<file path="src/rtl/dsp32_pkg.sv">
// Shared DSP32 memory-side definitions: port widths and pointer/word types.
package dsp32_pkg;

  localparam int DSP32_ADDR_W = 8;
  localparam int DSP32_DATA_W = 32;

  // Ring pointers carry one extra MSB as the wrap bit.
  typedef logic [DSP32_ADDR_W:0]   dsp32_ptr_t;
  typedef logic [DSP32_DATA_W-1:0] dsp32_word_t;

endpackage

</file>
<file path="src/rtl/dsp32_rdq_if.sv">
// Word stream from the read-queue engine to the DSP.
interface dsp32_rdq_if #(
  parameter int DATA_W = 32
);

  // A word transfers on a rising edge where m_valid and m_ready are both high.
  // Once m_valid is raised, it and m_data hold until that transfer or a flush.
  logic              m_valid;
  logic [DATA_W-1:0] m_data;
  logic              m_ready;

  modport master (output m_valid, output m_data, input m_ready);
  modport slave  (input m_valid, input m_data, output m_ready);

endinterface

</file>
<file path="src/rtl/dsp32_rdq_obuf.sv">
// Two-entry output FIFO for the read queue; entry 0 drives the stream.
module dsp32_rdq_obuf #(
  parameter int DATA_W = 32
) (
  input  logic              clk,
  input  logic              rst_n,
  input  logic              flush,
  input  logic              cap_valid,
  input  logic [DATA_W-1:0] cap_data,
  dsp32_rdq_if.master       m,
  output logic [1:0]        occ,
  output logic              pop
);

  logic [1:0]        occ_q;
  logic [DATA_W-1:0] e0;
  logic [DATA_W-1:0] e1;

  assign occ       = occ_q;
  assign pop       = m.m_valid & m.m_ready;
  assign m.m_valid = (occ_q != 2'd0);
  assign m.m_data  = e0;

  always_ff @(posedge clk or negedge rst_n) begin
    if (!rst_n) begin
      occ_q <= 2'd0;
      e0    <= '0;
      e1    <= '0;
    end else if (flush) begin
      occ_q <= 2'd0;
    end else begin
      case ({pop, cap_valid})
        2'b11: begin
          // Occupancy is unchanged; the capture lands behind what remains.
          if (occ_q == 2'd2) begin
            e0 <= e1;
            e1 <= cap_data;
          end else begin
            e0 <= cap_data;
          end
        end
        2'b10: begin
          e0    <= e1;
          occ_q <= occ_q - 2'd1;
        end
        2'b01: begin
          if (occ_q == 2'd0) e0 <= cap_data;
          else               e1 <= cap_data;
          occ_q <= occ_q + 2'd1;
        end
        default: ;
      endcase
    end
  end

endmodule

</file>
<file path="src/rtl/dsp32_rdq.sv">
// DSP32 read-side ring-buffer consumer: fetches words up to the CPU write pointer.
// Build option DSP32_RDQ_HALFSWAP_EN swaps 16-bit halves of each word at capture.
module dsp32_rdq
  import dsp32_pkg::*;
#(
  parameter int ADDR_W = DSP32_ADDR_W,
  parameter int DATA_W = DSP32_DATA_W
) (
  input  logic              clk,
  input  logic              rst_n,
  input  logic [ADDR_W:0]   wp,
  input  logic              flush,
  output logic              mem_ce,
  output logic              mem_oce,
  output logic [ADDR_W-1:0] mem_ad,
  input  logic [DATA_W-1:0] mem_dout,
  dsp32_rdq_if.master       m,
  output logic [ADDR_W:0]   rd_ptr
);

  logic [ADDR_W:0]   wp_q;
  logic [ADDR_W:0]   fp;
  logic [ADDR_W:0]   rd_ptr_q;
  logic              inflight;
  logic [1:0]        occ;
  logic              pop;
  logic [2:0]        load;
  logic              issue;
  logic [DATA_W-1:0] cap_data;

  // Words committed to the buffer after this cycle's pop; keep it below 2.
  assign load  = {1'b0, occ} + {2'b00, inflight} - {2'b00, pop};
  assign issue = !flush && (fp != wp_q) && (load < 3'd2);

  assign mem_ce  = issue;
  assign mem_oce = 1'b1;
  assign mem_ad  = fp[ADDR_W-1:0];
  assign rd_ptr  = rd_ptr_q;

`ifdef DSP32_RDQ_HALFSWAP_EN
  assign cap_data = {mem_dout[DATA_W/2-1:0], mem_dout[DATA_W-1:DATA_W/2]};
`else
  assign cap_data = mem_dout;
`endif

  always_ff @(posedge clk or negedge rst_n) begin
    if (!rst_n) begin
      wp_q     <= '0;
      fp       <= '0;
      rd_ptr_q <= '0;
      inflight <= 1'b0;
    end else begin
      wp_q <= wp;
      if (flush) begin
        fp       <= wp;
        rd_ptr_q <= wp;
        inflight <= 1'b0;
      end else begin
        if (issue) fp <= fp + (ADDR_W+1)'(1);
        if (pop)   rd_ptr_q <= rd_ptr_q + (ADDR_W+1)'(1);
        inflight <= issue;
      end
    end
  end

  dsp32_rdq_obuf #(
    .DATA_W (DATA_W)
  ) u_obuf (
    .clk       (clk),
    .rst_n     (rst_n),
    .flush     (flush),
    .cap_valid (inflight),
    .cap_data  (cap_data),
    .m         (m),
    .occ       (occ),
    .pop       (pop)
  );

endmodule

</file>
<file path="src/flat_wrapper.sv">
// flat-port wrapper written by rule: the top's interface ports become plain ports
module dsp32_rdq_flat import dsp32_pkg::*;
#(
  parameter int ADDR_W = DSP32_ADDR_W,
  parameter int DATA_W = DSP32_DATA_W
)
  (clk, rst_n, wp, flush, mem_ce, mem_oce, mem_ad, mem_dout, rd_ptr, m_m_valid, m_m_data, m_m_ready);
  dsp32_rdq_if #(.DATA_W(DATA_W)) m_i ();
  input  logic clk;
  input  logic rst_n;
  input  logic [ADDR_W:0] wp;
  input  logic flush;
  output logic mem_ce;
  output logic mem_oce;
  output logic [ADDR_W-1:0] mem_ad;
  input  logic [DATA_W-1:0] mem_dout;
  output logic [ADDR_W:0] rd_ptr;
  output wire logic [$bits(m_i.m_valid)-1:0] m_m_valid;
  output wire logic [$bits(m_i.m_data)-1:0] m_m_data;
  input wire logic [$bits(m_i.m_ready)-1:0] m_m_ready;
  assign m_m_valid = m_i.m_valid;
  assign m_m_data = m_i.m_data;
  assign m_i.m_ready = m_m_ready;
  dsp32_rdq #(.ADDR_W(ADDR_W), .DATA_W(DATA_W)) u_core (.clk(clk), .rst_n(rst_n), .wp(wp), .flush(flush), .mem_ce(mem_ce), .mem_oce(mem_oce), .mem_ad(mem_ad), .mem_dout(mem_dout), .m(m_i), .rd_ptr(rd_ptr));
endmodule
</file>
<file path="config.mk">
export PLATFORM = sky130hd
export DESIGN_NAME = dsp32_rdq_flat
export DESIGN_NICKNAME = d
export VERILOG_FILES = /design/src/rtl/dsp32_pkg.sv /design/src/rtl/dsp32_rdq_if.sv /design/src/rtl/dsp32_rdq_obuf.sv /design/src/rtl/dsp32_rdq.sv /design/src/flat_wrapper.sv
export SDC_FILE = /design/constraint.sdc
export NUM_CORES = 1
export LEC_CHECK = 0
export BUFFER_PORTS_ARGS = -buffer_cell sky130_fd_sc_hd__buf_2
export CORE_MARGIN = 2
export CORE_UTILIZATION = 50
export CTS_CLUSTER_SIZE = 10
export DETAILED_ROUTE_END_ITERATION = 12
export PLACE_DENSITY = 0.73
export SETUP_SLACK_MARGIN = 0.02
export SLEW_MARGIN = 40
export SYNTH_ARGS = -nofsm -noshare
export SYNTH_HDL_FRONTEND = slang
export SYNTH_SLANG_ARGS = --single-unit
</file>
<file path="constraint.sdc">
create_clock -name clk -period 5 [get_ports clk]
set_input_delay 0.25 -clock clk [delete_from_list [all_inputs] [get_ports clk]]
set_output_delay 0.25 -clock clk [all_outputs]
set_load 0.01 [all_outputs]
</file>
# --- Word-level counts from Yosys, hierarchy flattened ---
# Index checks and enable logic that the tools add are counted.
totals:
  elab_cells: 49
  input_bits: 45
  ff_bits: 94
classes:
  n_mux: 13
  bitwise_logic: 2
  n_reduce_logical: 12
  eq_ne: 8
  add_sub_neg: 6
  magnitude_cmp: 1
ops:
  columns: ["cell", "n"]
  rows:
  - ["$mux W32", 4]
  - ["$pmux W32 S3", 1]
  - ["$pmux W32 S2", 1]
  - ["$mux W9", 4]
  - ["$add A9 B1 Y9 const B", 2]
  - ["$ne A9 B9 Y1", 1]
  - ["$reduce_bool A2 Y1", 4]
  - ["$eq A2 B2 Y1 const B", 3]
  - ["$ne A2 B2 Y1 const B", 3]
  - ["$reduce_bool A3 Y1", 2]
  - ["$pmux W2 S2", 1]
  - ["$reduce_and A4 Y1", 1]
  - ["$add A2 B1 Y3", 1]
  - ["$lt A3 B2 Y1 const B", 1]
  - ["$reduce_and A3 Y1", 1]
  - ["$sub A3 B1 Y3", 1]
  - ["$add A2 B1 Y2 const B", 1]
  - ["$eq A2 B1 Y1 const B", 1]
  - ["$logic_and A1 B1 Y1", 2]
  - ["$logic_not A2 Y1", 1]
  - ["$mux W2", 1]
  - ["$sub A2 B1 Y2 const B", 1]
  - ["$and A1 B1 Y1", 1]
  - ["$logic_not A1 Y1", 1]
  - ["2 further kinds", 2]

# --- Depth between registers and ports, before layout ---
# Gate-level depths: netlist of the first run.
depth:
  ltp_word: 7
  depth_mapped: 14

# --- Modules after synthesis ---
# From an unflattened synthesis of the first run, not the netlist that was laid out.
unflattened:
  cells_unflattened: 460
  hier_area_um2: 5113.7
modules_own_cells:
  columns: ["mod", "seq_area_each_um2", "area_each_um2", "cells_per_inst", "instances"]
  rows:
  - ["dsp32_rdq_obuf", 1651.6, 3602.2, 320, 1]
  - ["dsp32_rdq", 700.7, 1511.4, 140, 1]

# --- Worst setup path before layout of the first run ---
# Ideal clock, no wire load.
synth_path:
  path_kind: "register to register"
  from: "reg u_core.u_obuf.occ_q[1], in the netlist u_core.u_obuf.occ[1]"
  to: "reg u_core.fp[6]"
  arrival_time_ps: 3072
  stages_incl_launch_ff: 14
  n_path_buf: 3
  setup_ps: 94
  slack_ps: 1834
  synth_period_minus_slack_ps: 3166
  path_cell_list: "dfrtp_1 -> o21a_1 -> inv_2 -> ha_1 -> clkbuf_1 -> clkbuf_1 -> nand2_1 -> fa_1 -> xnor2_1 -> nand3_1 -> a31oi_4 -> buf_6 -> nand4_1 -> a221oi_2"
synth_via:
  elab_chain_len: 6
synth_lines:
  columns: ["element", "line_no", "source"]
  rows:
  - ["start, declared", "dsp32_rdq_obuf.sv:15", "logic [1:0] occ_q;"]
  - ["start signal, assigned", "dsp32_rdq_obuf.sv:44", "occ_q <= occ_q - 2'd1;"]
  - ["start signal, assigned", "dsp32_rdq_obuf.sv:49", "occ_q <= occ_q + 2'd1;"]
  - ["branches (longest 2 deep; another with $add A2 B1 Y3)", null, null]
  - ["$sub A3 B1 Y3 (*)", "dsp32_rdq.sv:32", "assign load = {1'b0, occ} + {2'b00, inflight} - {2'b00, pop};"]
  - ["$lt A3 B2 Y1 (*)", "dsp32_rdq.sv:33", "assign issue = !flush && (fp != wp_q) && (load < 3'd2);"]
  - ["$logic_and A1 B1 Y1 (*)", "dsp32_rdq.sv:33", null]
  - ["net mem_ce", "flat_wrapper.sv:13", "output logic mem_ce;"]
  - ["$reduce_bool A2 Y1 (no line) (*)", null, null]
  - ["end signal, assigned", "dsp32_rdq.sv:55", "fp <= wp;"]
  - ["end signal, assigned", "dsp32_rdq.sv:59", "if (issue) fp <= fp + (ADDR_W+1)'(1);"]
  - ["end, declared", "dsp32_rdq.sv:22", "logic [ADDR_W:0] fp;"]
# Mark *: on every way through the listed nets, which the timed path passes.
# A chain may end at the register's enable or synchronous reset.

# --- Worst setup path after layout of the first run ---
layout_path:
  from: "reg u_core.u_obuf.occ_q[0], in the netlist u_core.u_obuf.occ[0]"
  to: "out mem_ce"
layout_via:
  elab_chain_len: 5
layout_lines:
  columns: ["element", "line_no"]
  rows:
  - ["branches (longest 2 deep; another with $add A2 B1 Y3)", null]
  - ["$sub A3 B1 Y3 (*)", "dsp32_rdq.sv:32"]
  - ["$lt A3 B2 Y1 (*)", "dsp32_rdq.sv:33"]
  - ["$logic_and A1 B1 Y1 (*)", "dsp32_rdq.sv:33"]
  - ["end, declared", "flat_wrapper.sv:13"]
# Mark *: on every way between the ends.

==> metrics.txt, run 1 <==
# TYPE chip_impl_metric gauge
chip_impl_info{name="run_status",value="completed"} 1
chip_impl_metric{name="share_comb_of_total_power",unit="%"} 45.7
chip_impl_info{name="rsz_0062_raised_after_global_routing",value="false"} 1
chip_impl_info{name="setup.worst_path.start_class",value="flop"} 1
chip_impl_metric{name="syn_nets",unit=""} 532
chip_impl_info{name="timing.rr.start",value="u_core.u_obuf.occ[0]"} 1
chip_impl_metric{name="switching_share",unit="%"} 40.2
chip_impl_metric{name="first_global_vias",unit=""} 3564
chip_impl_metric{name="pre_cts_slack",unit="ps"} 1960
chip_impl_info{name="path_delay_family",value="adder cells"} 1
chip_impl_metric{name="gpl.final_weighted_congestion",unit=""} 0.839
chip_impl_metric{name="dpl.hpwl",unit="um"} 6980
chip_impl_info{name="commonest_non_fill_non_tap_cells_in_the_layout",value="buf_2 (94), dfrtp_1 (94), nor2_1 (46)"} 1
chip_impl_metric{name="async_reset_ff_share",unit="%"} 100
chip_impl_metric{name="synth.yosys.seq_area_share",unit="%"} 47.8
chip_impl_info{name="worst_path_max_delay_cell",value="dfrtp_1"} 1
chip_impl_info{name="cts_tree",value="yes"} 1
chip_impl_info{name="yosys_most_used_dff",value="dfrtp_1"} 1
chip_impl_metric{name="clock_latency_of_the_later_clocked_register_in_the_worst_skew_pair",unit="ps"} 370
chip_impl_metric{name="synth.lib_cells_used.distinct",unit=""} 49
chip_impl_metric{name="power_density",unit="nW/um^2"} 573
chip_impl_metric{name="total_track_usage",unit="%"} 20.4
chip_impl_metric{name="switching_power",unit="mW"} 1.31
chip_impl_metric{name="drtPass1Iterations",unit=""} 4
chip_impl_metric{name="grt_first_pass_wirelength",unit="um"} 16700
chip_impl_metric{name="drive_gt1_share",unit="%"} 27.7
chip_impl_metric{name="yosysWarnings",unit=""} 0
chip_impl_metric{name="viasPerCell",unit=""} 5.36
chip_impl_metric{name="largest_net_degree_at_the_start_of_global_routing",unit=""} 72
chip_impl_metric{name="hold_buf_count_cts",unit=""} 9
chip_impl_metric{name="drcViolationCount",unit=""} 0
chip_impl_metric{name="cpPeakStageDelay",unit="ps"} 520
chip_impl_metric{name="worstPathBufferInverterCount",unit=""} 2
chip_impl_metric{name="timing.critical_path.required",unit="ps"} 4750
chip_impl_metric{name="core",unit="um^2"} 9640
chip_impl_metric{name="postRouteAntennaNets",unit=""} 0
chip_impl_metric{name="finalClockSkew",unit="ps"} 9.48
chip_impl_metric{name="crit_fanout",unit=""} 17
chip_impl_metric{name="vdd_drop_max",unit="mV"} 0.300
chip_impl_metric{name="initial_antenna_violation_count",unit=""} 1
chip_impl_info{name="min-delay-start",value="mem_dout[19]"} 1
chip_impl_info{name="category_of_the_critical_setup_timing_path",value="flop to output port"} 1
chip_impl_metric{name="synthesis.instances",unit=""} 482
chip_impl_metric{name="route.detailed.wl_per_inst",unit="um"} 15.1
chip_impl_metric{name="clock_network_power_share",unit="%"} 16.0
chip_impl_info{name="critical_path.cell_chain",value="o21a_1 > inv_2 > ha_2 > nand2_1 > fa_1 > xnor2_1 > nand3_1 > a31oi_4 > buf_2"} 1
chip_impl_metric{name="synthToLayoutAreaGrowth",unit="%"} 16.1
chip_impl_metric{name="antenna-diode-count",unit=""} 0
chip_impl_metric{name="overflow",unit=""} 0
chip_impl_metric{name="number_of_top_level_pins",unit=""} 97
chip_impl_metric{name="count_of_buffers_added_by_post_cts_timing_repair_for_setup",unit=""} 0
chip_impl_metric{name="pwr-share-seq",unit="%"} 38.4
chip_impl_metric{name="final.period_utilization",unit="%"} 65.4
chip_impl_metric{name="leakagePower",unit="nW"} 2.59
chip_impl_metric{name="finalSetupTns",unit="ps"} 0
chip_impl_metric{name="initial_core_utilization",unit="%"} 51.0
chip_impl_metric{name="initialDrtViolationCount",unit=""} 105
chip_impl_metric{name="report.final.slew_viol_count",unit=""} 0
chip_impl_metric{name="postLayoutCoreUtil",unit="%"} 59.2
chip_impl_metric{name="net_count_reported_at_finish",unit=""} 611
chip_impl_metric{name="floorplan.die_area",unit="um^2"} 10600
chip_impl_info{name="hold_path.class",value="input port to flop"} 1
chip_impl_metric{name="clock_tree.buffer_depth",unit=""} 2
chip_impl_info{name="cts_root_buf",value="clkbuf_8"} 1
chip_impl_metric{name="worstPathArrival",unit="ps"} 3020
chip_impl_info{name="critPathCaptureType",value="output port"} 1
chip_impl_metric{name="synth-edff-count",unit=""} 0
chip_impl_metric{name="drt_wl_total",unit="um"} 10600
chip_impl_metric{name="timing.slew.headroom",unit="%"} 57.4
chip_impl_metric{name="post_cts_resized",unit=""} 0
chip_impl_metric{name="post-route-worst-setup-slack",unit="ps"} 1730
chip_impl_metric{name="syn_area",unit="um^2"} 4920
chip_impl_metric{name="cts.reportedPaths.clkPinSlew",unit="ps"} 90
chip_impl_metric{name="synth_seq_cells",unit=""} 94
chip_impl_metric{name="min_period",unit="ps"} 3270
chip_impl_metric{name="clkSinkCount",unit=""} 94
chip_impl_metric{name="tightestPinTransition",unit="ps"} 639
chip_impl_metric{name="die-height",unit="um"} 103
chip_impl_metric{name="die_width",unit="um"} 103
chip_impl_metric{name="vias",unit=""} 3747
chip_impl_metric{name="maxClockFrequency",unit="MHz"} 306
chip_impl_metric{name="cts_made_buffers",unit=""} 9
chip_impl_info{name="critical_path.startpoint",value="u_core.u_obuf.occ[0]"} 1
chip_impl_metric{name="p_int",unit="mW"} 1.96
chip_impl_metric{name="core.rowCount",unit=""} 36
chip_impl_metric{name="finalSetupViolCount",unit=""} 0
chip_impl_metric{name="synth_area_per_cell",unit="um^2"} 10.2
chip_impl_metric{name="fill_cells",unit=""} 853
chip_impl_metric{name="timing.max_cap.violations",unit=""} 0
chip_impl_metric{name="worst-r2r-setup-slack",unit="ps"} 1930
chip_impl_metric{name="port_buffers",unit=""} 95
chip_impl_metric{name="cts_htree_levels",unit=""} 3
chip_impl_metric{name="hold_viol",unit=""} 0
state kept, by name (all words and copies together) (netlist names):
register / count
u_core.u_obuf.e1: 32
u_core.u_obuf.m.m_data: 32
u_core.fp: 9
u_core.rd_ptr: 9
u_core.wp_q: 9
u_core.u_obuf.occ: 2
u_core.inflight: 1
area by class of cell:
cell class	count	area (um^2)	area share [%]
Sequential cell	94	2350	41.2
Multi-Input combinational cell	335	2320	40.7
Timing Repair Buffer	111	627	11.0
Tap cell	133	166	2.92
Clock buffer	13	159	2.78
Clock inverter	3	42.5	0.745
Inverter	10	37.5	0.658
worst paths after layout:
| path | end | cells past startpoint |
|---|---|---|
| setup / recovery | mem_ce | 9 |
| hold reg to reg | u_core.u_obuf.m.m_data[8] | 2 |
| min in group asynchronous | u_core.u_obuf.m.m_data[24] | 2 |
| hold / removal | u_core.u_obuf.e1[19] | 2 |
| max in group asynchronous | u_core.u_obuf.m.m_data[8] | 3 |
| setup reg to reg | u_core.fp[8] | 10 |
power by group through the flow:
stage          registers (mW)  clock network (mW)  logic, mW
2_1_floorplan            1.28                   0       1.11
3_3_place_gp             1.25                   0       1.44
3_5_place_dp             1.27                   0       1.49
4_1_cts                  1.25               0.534       1.50
5_1_grt                  1.29               0.560       1.68
6_report                 1.25               0.522       1.49
kinds of logic after synthesis:
family                   count (synthesis)  synth area share [%]
AO/OA/AOI/OAI                          123                  16.4
AND/OR/NAND/NOR                        122                  11.5
flip-flops                              94                  47.8
multiplexers                            65                  14.1
buffers and inverters                   53                  5.27
XOR/XNOR                                19                  3.39
adder cells (fa/ha/maj)                  5                  1.43
other                                    1                0.0763
worst register-to-register path, cell delays in order, from the launching register on:
cell and delay, ps:
dfrtp_1 520, o21a_1 250, inv_2 110, ha_2 350, nand2_1 60, fa_1 380, xnor2_1 140, nand3_1 160
a31oi_4 450, nand4_1 180, mux2_1 350
cells in the mapped netlist, drive strengths merged (4+ instances only):
cell type | instances | area share [%]
and3 | 9 | 1.3
nand3 | 6 | 0.61
inv | 10 | 0.76
xor2 | 15 | 2.7
mux2i | 32 | 6.5
dfrtp | 94 | 48
nor2 | 47 | 3.6
a21oi | 38 | 3.9
clkbuf | 19 | 1.5
ha | 4 | 1.0
mux2 | 33 | 7.6
nand2 | 40 | 3.1
a22o | 31 | 5.5
buf | 24 | 3.0
xnor2 | 4 | 0.71
a31oi | 4 | 0.81
o21ai | 37 | 3.8
per-stage QoR:
| step | instance area [um^2] | cells | hold WS [ps] | total power, mW |
|---|---|---|---|---|
| finish | 5710 | 699 | 124 | 3.27 |
| global route | 5710 | 699 | 124 | 3.54 |
| CTS | 5700 | 698 | 1.81 | 3.29 |
| detailed placement | 5410 | 673 | 183 | 2.76 |
| global placement | 5400 | 673 | 170 | 2.69 |
| floorplan | 4920 | 482 | -45.6 | 2.39 |
layer usage:
| layer | global-route usage [%] | vias up | share of wire, % |
|---|---|---|---|
| met2 | 34.1 | 99 | 48 |
| met3 | 4.81 | 16 | 5.2 |
| met5 | 0 | - | 0 |
| li1 | - | 1850 | - |
| met4 | 7.09 | 0 | 1.8 |
| met1 | 26.0 | 1782 | 45 |
(Power assumes the default switching activity.)
==> run 2, diff against run 1 <==
--- a/config.mk
+++ b/config.mk
@@ -5,12 +5,13 @@
 export SDC_FILE = /design/constraint.sdc
 export NUM_CORES = 1
 export LEC_CHECK = 0
+export ABC_AREA = 1
 export BUFFER_PORTS_ARGS = -buffer_cell sky130_fd_sc_hd__buf_2
 export CORE_MARGIN = 2
 export CORE_UTILIZATION = 50
 export CTS_CLUSTER_SIZE = 10
 export DETAILED_ROUTE_END_ITERATION = 12
-export PLACE_DENSITY = 0.73
+export PLACE_DENSITY = 0.76
 export SETUP_SLACK_MARGIN = 0.02
 export SLEW_MARGIN = 40
 export SYNTH_ARGS = -nofsm -noshare
==> constraint.sdc (replaced) <==
create_clock -name clk -period 2.9 [get_ports clk]
set_input_delay 0.145 -clock clk [delete_from_list [all_inputs] [get_ports clk]]
set_output_delay 0.145 -clock clk [all_outputs]
set_load 0.01 [all_outputs]
==> metrics.txt, run 2 <==
# TYPE chip_impl_metric gauge
chip_impl_metric{name="tightestPinTransition",unit="ps"} 765
chip_impl_info{name="synth_top_family_by_area",value="simple AND/OR/NAND/NOR gates"} 1
chip_impl_metric{name="synth.lib_cells_used.distinct",unit=""} 31
chip_impl_metric{name="timing.critical_path.required",unit="ps"} 2760
chip_impl_metric{name="placedInstanceArea",unit="um^2"} 5740
chip_impl_metric{name="core.rowCount",unit=""} 37
chip_impl_info{name="yosys-top-cells-count",value="nand2_1 (262), dfrtp_1 (94), inv_1 (55)"} 1
chip_impl_info{name="critical_path.startpoint",value="u_core.u_obuf.occ[0]"} 1
chip_impl_metric{name="async_reset_ff_share",unit="%"} 100
chip_impl_metric{name="cpPeakStageDelay",unit="ps"} 490
chip_impl_info{name="synth.largest_area_cell",value="dfrtp_1"} 1
chip_impl_metric{name="maxClockFrequency",unit="MHz"} 368
chip_impl_metric{name="synthesis.instances",unit=""} 673
chip_impl_metric{name="dpl.hpwl",unit="um"} 8510
chip_impl_metric{name="yosysTopAreaCellShare",unit="%"} 44.6
chip_impl_metric{name="initial_core_utilization",unit="%"} 51.4
chip_impl_metric{name="drtPass1Iterations",unit=""} 6
chip_impl_metric{name="p_int",unit="mW"} 3.34
chip_impl_metric{name="synth.area.mux_share",unit="%"} 0
chip_impl_metric{name="post_synth_and_or_nand_nor_area_fraction",unit="%"} 25.8
chip_impl_metric{name="vdd_drop_max",unit="mV"} 0.429
chip_impl_metric{name="cts_htree_levels",unit=""} 3
chip_impl_metric{name="vias",unit=""} 4787
chip_impl_metric{name="port_buffers",unit=""} 95
chip_impl_metric{name="ff_latch_area",unit="um^2"} 2350
chip_impl_metric{name="synthToLayoutAreaGrowth",unit="%"} 14.7
chip_impl_metric{name="total_instance_count_after_detailed_placement",unit=""} 869
chip_impl_metric{name="finalSetupTns",unit="ps"} 0
chip_impl_info{name="worst_path_max_delay_cell",value="fa_1"} 1
chip_impl_info{name="critPathCaptureType",value="output port"} 1
chip_impl_metric{name="number_of_top_level_pins",unit=""} 97
chip_impl_metric{name="synth-compound-area-share",unit="%"} 15.8
chip_impl_metric{name="timing.max_cap.violations",unit=""} 0
chip_impl_metric{name="clock_latency_of_the_later_clocked_register_in_the_worst_skew_pair",unit="ps"} 380
chip_impl_metric{name="report.final.slew_viol_count",unit=""} 0
chip_impl_metric{name="pwr-share-seq",unit="%"} 38.0
chip_impl_metric{name="yosys.area_share.adder",unit="%"} 1.33
chip_impl_metric{name="initialDrtViolationCount",unit=""} 275
chip_impl_info{name="category_of_the_critical_setup_timing_path",value="flop to output port"} 1
chip_impl_metric{name="pre_cts_slack",unit="ps"} 287
chip_impl_metric{name="multiInputGateArea",unit="um^2"} 2440
chip_impl_metric{name="grt_first_pass_wirelength",unit="um"} 21100
chip_impl_metric{name="synth-edff-count",unit=""} 0
chip_impl_metric{name="first_global_vias",unit=""} 4602
chip_impl_metric{name="yosysWarnings",unit=""} 0
chip_impl_info{name="hold_path.class",value="input port to flop"} 1
chip_impl_metric{name="min_period",unit="ps"} 2720
chip_impl_metric{name="syn_nets",unit=""} 723
chip_impl_metric{name="final.period_utilization",unit="%"} 93.8
chip_impl_metric{name="count_of_buffers_added_by_post_cts_timing_repair_for_setup",unit=""} 0
chip_impl_metric{name="synth_seq_cells",unit=""} 94
chip_impl_info{name="yosys-top-cells-area",value="dfrtp_1 (45%), nand2_1 (19%), o21ai_2 (5.3%), o211ai_1 (5.3%), nand3_1 (4.8%)"} 1
chip_impl_metric{name="antenna-diode-count",unit=""} 0
chip_impl_info{name="cts_tree",value="yes"} 1
chip_impl_metric{name="finalSetupViolCount",unit=""} 0
chip_impl_info{name="synthMostInstantiatedCell",value="nand2_1"} 1
chip_impl_metric{name="share_comb_of_total_power",unit="%"} 46.6
chip_impl_metric{name="synth_xor_xnor_area_share",unit="%"} 2.82
chip_impl_metric{name="crit_fanout",unit=""} 8
chip_impl_metric{name="synth.yosys.seq_area_share",unit="%"} 44.6
chip_impl_info{name="yosys_most_used_dff",value="dfrtp_1"} 1
chip_impl_info{name="path_delay_family",value="adder cells"} 1
chip_impl_metric{name="route.detailed.wl_per_inst",unit="um"} 14.2
chip_impl_metric{name="net_count_reported_at_finish",unit=""} 804
chip_impl_metric{name="final_cell_area",unit="um^2"} 6050
chip_impl_metric{name="largest_net_degree_at_the_start_of_global_routing",unit=""} 66
chip_impl_info{name="min-delay-start",value="mem_dout[14]"} 1
chip_impl_metric{name="drcViolationCount",unit=""} 0
chip_impl_info{name="run_status",value="completed"} 1
chip_impl_metric{name="gpl.final_weighted_congestion",unit=""} 0.881
chip_impl_metric{name="initial_antenna_violation_count",unit=""} 0
chip_impl_info{name="commonest_non_fill_non_tap_cells_in_the_layout",value="nand2_1 (260), buf_2 (94), dfrtp_1 (93)"} 1
chip_impl_metric{name="drive_gt1_share",unit="%"} 22.1
chip_impl_info{name="timing.rr.start",value="u_core.u_obuf.occ[0]"} 1
chip_impl_info{name="rsz_0062_raised_after_global_routing",value="false"} 1
chip_impl_metric{name="switching_power",unit="mW"} 2.64
chip_impl_metric{name="core",unit="um^2"} 10300
chip_impl_metric{name="drt_wl_total",unit="um"} 12700
chip_impl_metric{name="post-route-worst-setup-slack",unit="ps"} 179
chip_impl_metric{name="cts_made_buffers",unit=""} 9
chip_impl_metric{name="clkSinkCount",unit=""} 94
chip_impl_metric{name="floorplan.die_area",unit="um^2"} 11400
chip_impl_info{name="critical-path-top-cell-by-count",value="nand2_1"} 1
chip_impl_metric{name="total_track_usage",unit="%"} 23.0
chip_impl_metric{name="switching_share",unit="%"} 44.1
chip_impl_metric{name="clock_tree.buffer_depth",unit=""} 2
chip_impl_metric{name="leakagePower",unit="nW"} 3.17
chip_impl_metric{name="postRouteAntennaNets",unit=""} 0
chip_impl_info{name="cts_root_buf",value="clkbuf_8"} 1
chip_impl_metric{name="timing.slew.headroom",unit="%"} 48.9
chip_impl_metric{name="synth_area_per_cell",unit="um^2"} 7.84
chip_impl_metric{name="fin_hold_ws",unit="ps"} 46.9
chip_impl_metric{name="overflow",unit=""} 0
chip_impl_metric{name="clock_network_power_share",unit="%"} 15.4
chip_impl_metric{name="die-height",unit="um"} 107
chip_impl_metric{name="viasPerCell",unit=""} 5.35
chip_impl_metric{name="finalClockSkew",unit="ps"} 11.5
chip_impl_metric{name="power_density",unit="nW/um^2"} 987
chip_impl_metric{name="fin_total_pwr",unit="mW"} 5.98
chip_impl_metric{name="worstPathBufferInverterCount",unit=""} 3
chip_impl_metric{name="worstPathArrival",unit="ps"} 2580
chip_impl_metric{name="cts.reportedPaths.clkPinSlew",unit="ps"} 100
chip_impl_metric{name="hold_viol",unit=""} 0
chip_impl_metric{name="postLayoutCoreUtil",unit="%"} 58.9
chip_impl_metric{name="die_width",unit="um"} 107
chip_impl_metric{name="syn_area",unit="um^2"} 5280
chip_impl_info{name="setup.worst_path.start_class",value="flop"} 1
chip_impl_metric{name="fill_cells",unit=""} 964
chip_impl_info{name="critical_path.cell_chain",value="nor2_4 > inv_2 > nand2_4 > ha_1 > nand2_1 > fa_1 > nand2_1 > nor3_2 > nand2_2 > inv_1 > buf_2"} 1
chip_impl_metric{name="final-instance-count-excl-fill",unit=""} 895
chip_impl_info{name="mostFrequentLayoutCell",value="nand2_1"} 1
run 2: logic make-up (layout without fill, tap and decap cells):
group           count (synthesis)  in the layout
simple gates                  333            333
compound gates                120            120
buf+inv                       103            189
flops                          94             94
xor+xnor                       17             17
fa+ha+maj                       5              5
other cells                     1              1
run 2: per-layer routing:
layer,routed length [um],global-route usage [%],share of wire (%),up-vias
met1,5530,30.9,43,2295
met4,185,9.93,1.5,0
met2,6400,37.6,50,157
li1,-,-,-,2319
met3,627,2.98,4.9,16
met5,0,0,0,-
run 2: worst register-to-register path, cell delays in order (launching register included):
cell	delay (ps)
dfrtp_1	470
nor2_4	70
inv_2	80
nand2_4	90
ha_1	310
nand2_1	60
fa_1	490
nand2_1	60
nor3_2	240
nand2_2	150
nand2_1	260
nand2_1	110
nand2_1	80
run 2: worst paths after layout:
| check | endpoint | slack [ps] | cells past startpoint |
|---|---|---|---|
| max | mem_ce | 180 | 11 |
| min | u_core.u_obuf.e1[14] | 50 | 3 |
| max reg2reg | u_core.fp[8] | 380 | 12 |
| min reg2reg | u_core.u_obuf.m.m_data[24] | 480 | 2 |
| max in group asynchronous | u_core.u_obuf.occ[1] | 1740 | 3 |
| min in group asynchronous | u_core.wp_q[3] | 340 | 2 |
run 2: what timing repair did:
action                                  4_1_cts  5_1_grt
gates resized for setup                       0        3
endpoints found under the setup margin        0        1
hold buffers                                 10        0
hold endpoints to repair                     58        0
run 2: cell type report:
| cell class | instances | share of cell area, % |
|---|---|---|
| timing repair buffer | 115 | 11.0 |
| multi-input combinational | 476 | 40.3 |
| tap | 136 | 2.81 |
| inverter | 58 | 3.60 |
| clock buffer | 10 | 2.27 |
| clock inverter | 6 | 1.16 |
| sequential | 94 | 38.9 |
run 2: power by group through the flow:
stage,clock (mW),combinational [mW],sequential (mW)
after floorplan,0,1.98,2.32
after global placement,0,2.69,2.25
after detailed placement,0,2.78,2.28
after CTS,0.932,2.80,2.26
after global routing,0.979,3.14,2.34
final,0.920,2.78,2.27
